### config.mk
export PLATFORM = sky130hd
export DESIGN_NAME = down_counter
export DESIGN_NICKNAME = d
export VERILOG_FILES = /design/src/rtl/down_counter_pkg.sv /design/src/rtl/Nbit_decrementer.sv /design/src/rtl/half_subtractor.sv /design/src/rtl/down_counter.sv
export SDC_FILE = /design/constraint.sdc
export NUM_CORES = 1
export LEC_CHECK = 0
export ABC_AREA = 1
export CORE_MARGIN = 2
export CORE_UTILIZATION = 42
export DETAILED_ROUTE_END_ITERATION = 7
export GPL_TIMING_DRIVEN = 1
export PLACE_DENSITY = 0.81
export SYNTH_ARGS = -nofsm -noshare
export SYNTH_HDL_FRONTEND = slang
export SYNTH_HIERARCHICAL = 1
export SYNTH_SLANG_ARGS = --single-unit
### constraint.sdc
create_clock -name Clk -period 1.5 [get_ports Clk]
set_input_delay 0.3 -clock Clk [delete_from_list [all_inputs] [get_ports Clk]]
set_output_delay 0.3 -clock Clk [all_outputs]
set_load 0.01 [all_outputs]
### src/rtl/down_counter_pkg.sv
// rtl/down_counter_pkg.sv - FSM state encoding and width helpers for down_counter
package down_counter_pkg;

    typedef enum logic [1:0] {
        ST_IDLE    = 2'd0,
        ST_RUN     = 2'd1,
        ST_EXPIRED = 2'd2
    } state_t;

    // All-ones value of a w-bit counter, i.e. the free-running wrap target.
    function automatic logic [31:0] CNT_MAX(input int unsigned w);
        return (32'd1 << w) - 32'd1;
    endfunction

endpackage

### src/rtl/Nbit_decrementer.sv
// rtl/Nbit_decrementer.sv - W-bit ripple-borrow decrementer, Diff = Count - En
module Nbit_decrementer #(
    parameter int W = 3
) (
    output logic [W-1:0] Diff,
    output logic         BorrowOut,
    input  logic [W-1:0] Count,
    input  logic         En
);

    // borrow[0] is the chain input; borrow[W] falls out only when Count==0 and En=1.
    logic [W:0] borrow;

    assign borrow[0] = En;

    for (genvar i = 0; i < W; i++) begin : g_stage
        half_subtractor u_hs (
            .A    (Count[i]),
            .B    (borrow[i]),
            .D    (Diff[i]),
            .Bout (borrow[i+1])
        );
    end

    assign BorrowOut = borrow[W];

endmodule

### src/rtl/half_subtractor.sv
// rtl/half_subtractor.sv - single-bit half subtractor, D = A - B with borrow-out
module half_subtractor (
    input  logic A,
    input  logic B,
    output logic D,
    output logic Bout
);

    assign D    = A ^ B;
    assign Bout = ~A & B;

endmodule

### src/rtl/down_counter.sv
// rtl/down_counter.sv - loadable down counter with one-shot/free-running FSM
// Optional macro DOWN_COUNTER_RELOAD_EN: free-running underflow reloads the last LdVal.
module down_counter
    import down_counter_pkg::*;
#(
    parameter int W = 3
) (
    input  logic         Clk,
    input  logic         Rst,
    input  logic         En,
    input  logic         Ld,
    input  logic [W-1:0] LdVal,
    input  logic         OneShot,
    output logic [W-1:0] Count,
    output logic         Borrow,
    output logic         Zero,
    output logic         Expired
);

    localparam logic [W-1:0] WRAP_VAL = W'(CNT_MAX(W));

    state_t       state_q;
    logic [W-1:0] count_q;
    logic         expired_q;
    logic [W-1:0] diff;
    logic         chain_borrow;
    logic [W-1:0] wrap_d;

    Nbit_decrementer #(.W(W)) u_dec (
        .Diff      (diff),
        .BorrowOut (chain_borrow),
        .Count     (count_q),
        .En        (En)
    );

`ifdef DOWN_COUNTER_RELOAD_EN
    logic [W-1:0] reload_q;

    always_ff @(posedge Clk or posedge Rst) begin
        if (Rst) begin
            reload_q <= '0;
        end else if (Ld) begin
            reload_q <= LdVal;
        end
    end

    assign wrap_d = reload_q;
`else
    assign wrap_d = WRAP_VAL;
`endif

    always_ff @(posedge Clk or posedge Rst) begin
        if (Rst) begin
            state_q   <= ST_IDLE;
            count_q   <= '0;
            expired_q <= 1'b0;
        end else if (Ld) begin
            state_q   <= ST_RUN;
            count_q   <= LdVal;
            expired_q <= 1'b0;
        end else begin
            case (state_q)
                ST_IDLE: begin
                    expired_q <= 1'b0;
                end
                ST_RUN: begin
                    if (En) begin
                        if (chain_borrow) begin
                            // OneShot matters only here, on the underflow edge.
                            if (OneShot) begin
                                state_q   <= ST_EXPIRED;
                                expired_q <= 1'b1;
                            end else begin
                                count_q <= wrap_d;
                            end
                        end else begin
                            count_q <= diff;
                        end
                    end
                end
                ST_EXPIRED: begin
                    count_q   <= '0;
                    expired_q <= 1'b1;
                end
                default: begin
                    state_q   <= ST_IDLE;
                    expired_q <= 1'b0;
                end
            endcase
        end
    end

    assign Count   = count_q;
    assign Zero    = (count_q == '0);
    assign Expired = expired_q;
    assign Borrow  = (state_q == ST_RUN) & ~Ld & chain_borrow;

endmodule
==> impl_metrics.toml, run 1 <==
[status]
status = "complete, but fails checks"
violations = "negative setup slack"

[cts]
cts_made_buffers = 3
insertion_delay_ns = 0.24
htreeDepth = 1
postCtsSetupBuffers = 0
cts_tree = "built"
clockBufferDepth = 2
clockRootBuffer = "clkbuf_4"
path_clk_slew_ns = 0.04
clock-sinks = 6

[synthesis]
seq_area_frac_synth_pct = 25.75
synth_seq_cells = 6
syn_avg_cell_area_um2 = 6.860
yosysTopAreaCell = "dfrtp_1"
synth_nets = 100
synthCells = 85
yosys-top-cells-area = "dfrtp_1, nand2_1, ha_1"
synth_top_area_share_pct = 25.75
synth_warnings = 6
synth_cell_types = 15
synth_area_um2 = 583.1

[setup_path]
max_stage_delay_ns = 0.38
regToRegSetupSlack_ns = 0.02
crit_start = "Count[0]$_DFFE_PP0P_"
worstSetupStartpointType = "flop"
crit_arrival_ns = 1.36
crit_path_end_kind = "output port"
reg2reg_from = "Count[0]$_DFFE_PP0P_"
required_ns = 1.20
crit_buf_inv = 3
crit_fanout = 2
cp_cell_sequence = "inv_2, ha_4, ha_4, ha_4, inv_2, nor3_2, buf_2"
r2r_cells = 11
reg2reg_to = "Count[0]$_DFFE_PP0P_"
cpMostUsedCell = "ha_4"
crit_family = "flip-flops"
worstSetupPathType = "flop to output port"
cp_slowest_cell = "dfrtp_1"

[grt]
grt_pass1_vias = 595
antenna_found_initial = 0
grt_pass1_wl_mm = 2.180
grt_max_degree = 10
grt_overflow = 0
grt_use_total_pct = 20.09

[pwr]
p_per_area_mw_per_mm2 = 1146
p_total_w = 0.001009
power_frac_comb_pct = 62.8
p_sw_share_pct = 39.95
ir_drop_uv = 530.4
clockPowerShare_pct = 14.3
switchingPower_w = 0.0004033
seq_power_share_pct = 22.9
p_leak_nw = 0.5069
intPower_w = 0.0006061

[placed_design]
dp.final_hpwl_mm = 1.086
place_congestion = 0.7922
place_ws_ns = -0.7805
io_buffer_count = 13
placed_area_um2 = 823.3

[sta]
final-setup-viol-count = 1
layout_setup_ws_ns = -0.1556
finClkSkew_ns = 0.005952
whs_ns = 0.2619
slew_headroom_pct = 84.65
min_period_ns = 1.656
fin_crit_sh_pct = 110.4
final_hold_viol_count = 0
maxSlewViolCount = 0
max_freq_ghz = 0.6040
rsz0062_at_grt = "yes"
worst_pin_slew_ns = 0.2303

[floorplanning]
die_area_mm2 = 0.001702
core-area_mm2 = 0.001301
die_w_um = 41.26
ioPinCount = 14
start_util_pct = 44.81
fp.dieH_um = 41.26
rows = 13

[cells_and_area]
area_growth_syn_to_layout_pct = 51.07
diodes = 0
final_area_um2 = 880.8
drive_above_1_share_pct = 36.28
fin_nets = 130
post-route-util_pct = 67.69

[detailed_routing]
drt_iter0_markers = 5
viasPerCell = 4.531
vias = 580
antenna_left = 0
dr_wl_met3_um = 60
dr.pass1.iters = 4
wl_met1_um = 529
wl_mm = 1.304
top_layer_used = "met3"
wl_met2_um = 715
drt-wirelength-per-cell_um = 10.19
route.detailed.drc = 0

[job]
cap_viol_max_count = 0

[hold_path]
holdCritPathClass = "primary input to asynchronous set/reset pin"
synthesized netlist by cell type:
master	count
o21ai_1	1
nor2_1	2
nand2_2	3
nand3_1	4
nand4_1	1
nand2_1	31
dfrtp_1	6
buf_6	1
inv_1	19
nor2_4	3
o21ai_2	1
nand3_2	3
nor3_1	2
inv_4	1
ha_1	7
logic make-up (layout without fill, tap and decap cells):
group | after synthesis | count (layout) | synth area share, %
compound gates | 2 | 2 | 2.360
fa+ha+maj | 7 | 7 | 15.02
buf+inv | 21 | 49 | 15.24
flops | 6 | 6 | 25.75
simple gates | 49 | 49 | 41.63
area by class of cell:
| class | count | area (um^2) |
|---|---|---|
| clock buffer | 3 | 22.52 |
| fill | 116 | 420.4 |
| inverter | 20 | 77.57 |
| multi-input combinational | 58 | 399.1 |
| sequential | 6 | 150.1 |
| tap | 15 | 18.77 |
| timing repair buffer | 26 | 212.7 |
repair_timing:
item                                    in CTS  in global routing
hold buffers                                 0                  0
resized for setup                           18                  8
pin swaps                                    2                  5
endpoints found under the setup margin      11                  7
per-layer routing:
metal	vias to the layer above	track usage, %
met5	-	0
li1	311	-
met4	0	4.839
met1	260	19.81
met2	9	38.28
met3	0	8.152
worst register-to-register path, cell delays in order, from the launching register on:
cell,delay [ns]
dfrtp_1,0.35
inv_2,0.05
ha_4,0.16
ha_4,0.16
ha_4,0.15
buf_4,0.14
nand2_2,0.05
inv_1,0.04
nand2_2,0.06
nand3_2,0.08
nand2_1,0.07
nand2_1,0.05
metrics by stage:
stage	setup TNS, ns	std cells
finish	-0.1556	128
global route	-0.3701	128
CTS	-0.1728	128
detailed placement	-3.210	125
global placement	-2.734	125
floorplan	0	85
layout by cell type (no fill, tap or decap), types with 2 or more instances in the layout:
| master | Yosys | final |
|---|---|---|
| ha_4 | 0 | 3 |
| dlygate4sd2_1 | 0 | 4 |
| dfrtp_1 | 6 | 6 |
| nand3_1 | 4 | 3 |
| clkbuf_4 | 0 | 3 |
| inv_2 | 0 | 4 |
| inv_1 | 19 | 15 |
| nand2_1 | 31 | 28 |
| nand2_2 | 3 | 6 |
| ha_1 | 7 | 4 |
| nor2_1 | 2 | 2 |
| buf_4 | 0 | 13 |
| nand3_2 | 3 | 4 |
| nor2_4 | 3 | 3 |
| clkdlybuf4s50_1 | 0 | 7 |
worst max-delay path by stage:
stage / to / slack, ns / cells past startpoint
6_report: Borrow / -0.16 / 7
5_1_grt: Borrow / -0.25 / 7
4_1_cts: Borrow / -0.17 / 7
3_5_place_dp: Borrow / -0.78 / 7
3_3_place_gp: Borrow / -0.70 / 7
2_1_floorplan: Count[0]$_DFFE_PP0P_ / 0.001 / 10
state kept, by name, indices dropped and copies added, names as in the netlist:
signal and cells:
Expired 1, Count 3, state_q 2
power by group through the flow:
stage,Clock [W],Combinational [W],Sequential (W)
3_5_place_dp,0,0.000598,0.000233
5_1_grt,0.000166,0.000721,0.000237
4_1_cts,0.000153,0.000621,0.000232
3_3_place_gp,0,0.000575,0.000229
6_report,0.000144,0.000634,0.000231
2_1_floorplan,0,0.000277,0.000263
(Power assumes the default switching activity.)
==> inputs of run 2 (changes only) <==
--- a/config.mk
+++ b/config.mk
@@ -6,11 +6,12 @@
 export NUM_CORES = 1
 export LEC_CHECK = 0
 export ABC_AREA = 1
-export CORE_MARGIN = 2
-export CORE_UTILIZATION = 42
+export CORE_AREA = 2 2 39 41
 export DETAILED_ROUTE_END_ITERATION = 7
+export DIE_AREA = 0 0 41 43
 export GPL_TIMING_DRIVEN = 1
-export PLACE_DENSITY = 0.81
+export PLACE_DENSITY = 0.7
+export SETUP_SLACK_MARGIN = 0.1
 export SYNTH_ARGS = -nofsm -noshare
 export SYNTH_HDL_FRONTEND = slang
 export SYNTH_HIERARCHICAL = 1
==> constraint.sdc (replaced) <==
create_clock -name Clk -period 1.6 [get_ports Clk]
set_input_delay 0.32 -clock Clk [delete_from_list [all_inputs] [get_ports Clk]]
set_output_delay 0.32 -clock Clk [all_outputs]
set_load 0.01 [all_outputs]
==> impl_metrics.toml, run 2 (synthesis results as in run 1) <==
[cells_and_area]
diodes = 0
post-route-util_pct = 63.65
area_growth_syn_to_layout_pct = 51.07
drive_above_1_share_pct = 33.63
largest_reg_flops = 3
final_common_cell = "nand2_1"
regArea_um2 = 150.1
fin_cells = 129
fin_nets = 130
mostFrequentLayoutCells = "nand2_1, inv_1, buf_4"
multi_input_area_um2 = 396.6
fillerInstances = 130

[cts]
cts_made_buffers = 3
ctsHoldBuffers = 0
clock-sinks = 6
clockBufferDepth = 2
cts_tree = "built"
clockRootBuffer = "clkbuf_4"
htreeDepth = 1
path_clk_slew_ns = 0.04
insertion_delay_ns = 0.24

[floorplanning]
start_util_pct = 42.13
rows = 14
core-area_mm2 = 0.001384
die_area_mm2 = 0.001763
die_w_um = 41
ioPinCount = 14
fp.dieH_um = 43

[setup_path]
worstSetupStartpointType = "flop"
max_stage_delay_ns = 0.38
cp_slowest_cell = "dfrtp_1"
crit_fanout = 2
required_ns = 1.28
crit_arrival_ns = 1.36
r2r_cells = 11
worstSetupPathType = "flop to output port"
cp_cell_sequence = "inv_2, ha_4, ha_4, ha_4, inv_2, nor3_2, buf_2"
crit_path_end_kind = "output port"
regToRegSetupSlack_ns = 0.12
cpMostUsedCell = "ha_4"

[sta]
final-setup-viol-count = 1
layout_setup_ws_ns = -0.08391
fin_crit_sh_pct = 105.2
finClkSkew_ns = 0.001909
final_hold_viol_count = 0
rsz0062_at_grt = "yes"
maxSlewViolCount = 0
worst_pin_slew_ns = 0.2302
slew_headroom_pct = 84.64
fin_setup_tns_ns = -0.08391
max_freq_ghz = 0.5939
min_period_ns = 1.684

[detailed_routing]
antenna_left = 0
drt_iter0_markers = 1
wl_mm = 1.259
dr.pass1.iters = 2
route.detailed.drc = 0
viasPerCell = 4.442
vias = 573
drt-wirelength-per-cell_um = 9.760

[placed_design]
dp.final_hpwl_um = 995.9
io_buffer_count = 13
place_congestion = 0.7379
place_inst = 125

[hold_path]
holdCritPathClass = "primary input to asynchronous set/reset pin"

[grt]
grt_use_total_pct = 18.34
grt_overflow = 0
grt_pass1_vias = 545
grt_pass1_wl_mm = 2.139
antenna_found_initial = 0
grt_max_degree = 10

[status]
violations = "negative setup slack"
status = "complete, but fails checks"

[pwr]
p_per_area_mw_per_mm2 = 1065
ir_drop_uv = 637.7
p_leak_nw = 0.5072

[job]
cap_viol_max_count = 0
==> run 2: cell types whose count changed in the layout (fill, tap and decap cells not counted), sizes merged <==
| cell | change |
|---|---|
| clkbuf | -1 |
| clkdlybuf4s15 | +1 |
| dlygate4sd2 | -1 |
| buf | +1 |
==> run 2: cell type report <==
cell class / count / area share [%]
multi-input cells: 58 / 45.03
inverters: 20 / 8.807
repair buffers: 26 / 24.29
flip-flops and latches: 6 / 17.05
well taps: 16 / 2.273
clock buffers: 3 / 2.557
==> run 2: where the power goes <==
part | total, W | leakage (nW) | internal, W | switching (W)
sequential | 0.000215 | 0.0740 | 0.000194 | 0.0000215
combinational | 0.000588 | 0.419 | 0.000294 | 0.000294
clock | 0.000135 | 0.0138 | 0.0000845 | 0.0000506
==> run 2: final timing paths <==
path | start | endpoint
worst max-delay path | Count[0]$_DFFE_PP0P_ | Borrow
worst min-delay path | Rst | Count[1]$_DFFE_PP0P_
worst max register to register | Count[0]$_DFFE_PP0P_ | Count[2]$_DFFE_PP0P_
worst min register to register | Expired$_DFFE_PP0P_ | Expired$_DFFE_PP0P_
max in group asynchronous | Rst | state_q[0]$_DFFE_PP0P_
min in group Clk | Expired$_DFFE_PP0P_ | Expired$_DFFE_PP0P_
==> run 2: per-stage QoR <==
step / total power [W] / setup slack (ns) / hold slack [ns] / area (um^2)
2_1_floorplan: 0.0005077 / 0.1066 / 0.1110 / 588.1
3_3_place_gp: 0.0007539 / -0.6385 / 0.4798 / 817.0
3_5_place_dp: 0.0007628 / -0.6784 / 0.4835 / 817.0
4_1_cts: 0.0009173 / -0.1198 / 0.2923 / 859.6
5_1_grt: 0.001035 / -0.1649 / 0.3152 / 880.8
6_report: 0.0009385 / -0.08391 / 0.2897 / 880.8
==> run 2: critical path: cells and delay by family, from the launching register on <==
family / cells / cell delay, ns
buffers and inverters: 3 / 0.26
adder cells (fa/ha/maj): 3 / 0.39
flip-flops: 1 / 0.38
AND/OR/NAND/NOR: 1 / 0.08
==> run 2: metal layers <==
layer | up-vias | global-route usage, % | wire length [um]
li1 | 311 | - | -
met1 | 252 | 19.54 | 486
met2 | 10 | 32.50 | 719
met3 | 0 | 6.283 | 53
met4 | 0 | 4.000 | 0
met5 | - | 0 | 0
==> run 2: what timing repair did <==
action / in CTS / in global routing
gates resized for setup: 17 / 6
buffers inserted: 1 / 1
setup endpoints to repair: 11 / 8
pin swaps: 1 / 7
==> inputs of run 3 (changes only) <==
--- a/config.mk
+++ b/config.mk
@@ -7,6 +7,7 @@
 export LEC_CHECK = 0
 export ABC_AREA = 1
 export CORE_AREA = 2 2 39 41
+export CTS_BUF_LIST = sky130_fd_sc_hd__clkbuf_8
 export DETAILED_ROUTE_END_ITERATION = 7
 export DIE_AREA = 0 0 41 43
 export GPL_TIMING_DRIVEN = 1
==> impl_metrics.toml, run 3 (synthesis results as in run 1) <==
[setup_path]
cp_slowest_cell = "dfrtp_1"
reg2reg_to = "Count[2]$_DFFE_PP0P_"
crit_arrival_ns = 1.34
cpMostUsedCell = "ha_4"
max_stage_delay_ns = 0.37
reg2reg_from = "Count[0]$_DFFE_PP0P_"
worstSetupPathType = "flop to output port"
r2r_cells = 12
required_ns = 1.28
cp-endpoint = "Borrow"
worstSetupStartpointType = "flop"
cp_cell_sequence = "inv_2, ha_4, ha_4, ha_4, inv_2, nor3_2, buf_2"
crit_path_end_kind = "output port"
crit_start = "Count[0]$_DFFE_PP0P_"
regToRegSetupSlack_ns = 0.03
crit_fanout = 2

[detailed_routing]
viasPerCell = 4.492
vias = 584
drt-wirelength-per-cell_um = 10.73
wl_mm = 1.395
drt_iter0_markers = 2
dr.pass1.iters = 2
antenna_left = 0
route.detailed.drc = 0

[cts]
insertion_delay_ns = 0.22
htreeDepth = 1
clockBufferDepth = 2
cts_made_buffers = 3
clockRootBuffer = "clkbuf_8"
path_clk_slew_ns = 0.03
clock-sinks = 6
cts_tree = "built"

[grt]
grt_pass1_vias = 568
grt_overflow = 0
grt_use_total_pct = 19.35
grt_pass1_wl_mm = 2.263
grt_max_degree = 10
antenna_found_initial = 0

[cells_and_area]
fin_cells = 130
drive_above_1_share_pct = 39.47
final_common_cell = "nand2_1"
diodes = 0
fin_nets = 131
mostFrequentLayoutCells = "nand2_1, inv_1, buf_4"
post-route-util_pct = 67.90
largest_reg_flops = 3
area_growth_syn_to_layout_pct = 61.16

[sta]
maxSlewViolCount = 0
min_period_ns = 1.665
final-setup-viol-count = 1
finClkSkew_ns = 0.002131
worst_pin_slew_ns = 0.2335
slew_headroom_pct = 84.42
rsz0062_at_grt = "yes"
layout_setup_ws_ns = -0.06464
fin_crit_sh_pct = 104.0
max_freq_ghz = 0.6007
final_hold_viol_count = 0

[floorplanning]
die_w_um = 41
fp.dieH_um = 43
core-area_mm2 = 0.001384
ioPinCount = 14
start_util_pct = 42.13
die_area_mm2 = 0.001763
rows = 14

[pwr]
p_leak_nw = 0.5308
p_per_area_mw_per_mm2 = 1150
ir_drop_uv = 808.7

[status]
violations = "negative setup slack"
status = "complete, but fails checks"

[placed_design]
dp.final_hpwl_um = 995.9
place_inst = 125
place_congestion = 0.7379
io_buffer_count = 13

[job]
cap_viol_max_count = 0

[hold_path]
holdCritPathClass = "primary input to asynchronous set/reset pin"
[run 3: worst max-delay path, delay by kind of cell, from the launching register on]
family | cells | cell delay [ns]
adders and majority gates | 3 | 0.41
buffers and inverters | 3 | 0.26
DFF | 1 | 0.37
and+or+nand+nor | 1 | 0.08
[run 3: area by class of cell]
| class | instances | area (um^2) |
|---|---|---|
| tap | 16 | 20.02 |
| multi-input combinational | 58 | 426.7 |
| timing repair buffer | 27 | 224.0 |
| fill | 121 | 444.2 |
| sequential | 6 | 150.1 |
| clock buffer | 3 | 41.29 |
| inverter | 20 | 77.57 |
[run 3: report_power, final]
group          switching (W)  total, W  leakage [nW]  internal [W]
combinational       0.000326  0.000643         0.435      0.000317
sequential         0.0000222  0.000217        0.0740      0.000194
clock              0.0000600  0.000221        0.0216      0.000161
total               0.000408   0.00108         0.531      0.000672
[run 3: what timing repair did]
action	in CTS	in global routing
setup endpoints to repair	11	8
setup buffers	1	1
hold buffers	0	0
resized for setup	17	15
pin swaps	1	7
[run 3: metal layers]
layer	track usage [%]	wire length (um)	vias up
li1	-	-	313
met1	19.87	501	260
met2	35.31	835	11
met3	6.283	58	0
met4	4.000	0	0
met5	0	0	-
[run 3: per-stage QoR]
stage	area, um^2	hold slack [ns]	setup slack, ns	setup TNS (ns)	power (W)
floorplan	588.1	0.1110	0.1066	0	0.0005077
global placement	817.0	0.4798	-0.6385	-2.334	0.0007539
detailed placement	817.0	0.4835	-0.6784	-2.582	0.0007628
CTS	878.3	0.3212	-0.09008	-0.09008	0.001005
global route	939.7	0.3448	-0.1460	-0.2522	0.001177
finish	939.7	0.3160	-0.06464	-0.06464	0.001081
[run 3: how the worst min path moves through the flow]
stage / to / slack [ns] / cells after the start
floorplan: Count[0]$_DFFE_PP0P_ / 0.11 / 1
global placement: Expired$_DFFE_PP0P_ / 0.48 / 2
detailed placement: Expired$_DFFE_PP0P_ / 0.48 / 2
CTS: Count[1]$_DFFE_PP0P_ / 0.32 / 2
global route: Count[1]$_DFFE_PP0P_ / 0.34 / 2
finish: Count[1]$_DFFE_PP0P_ / 0.32 / 2
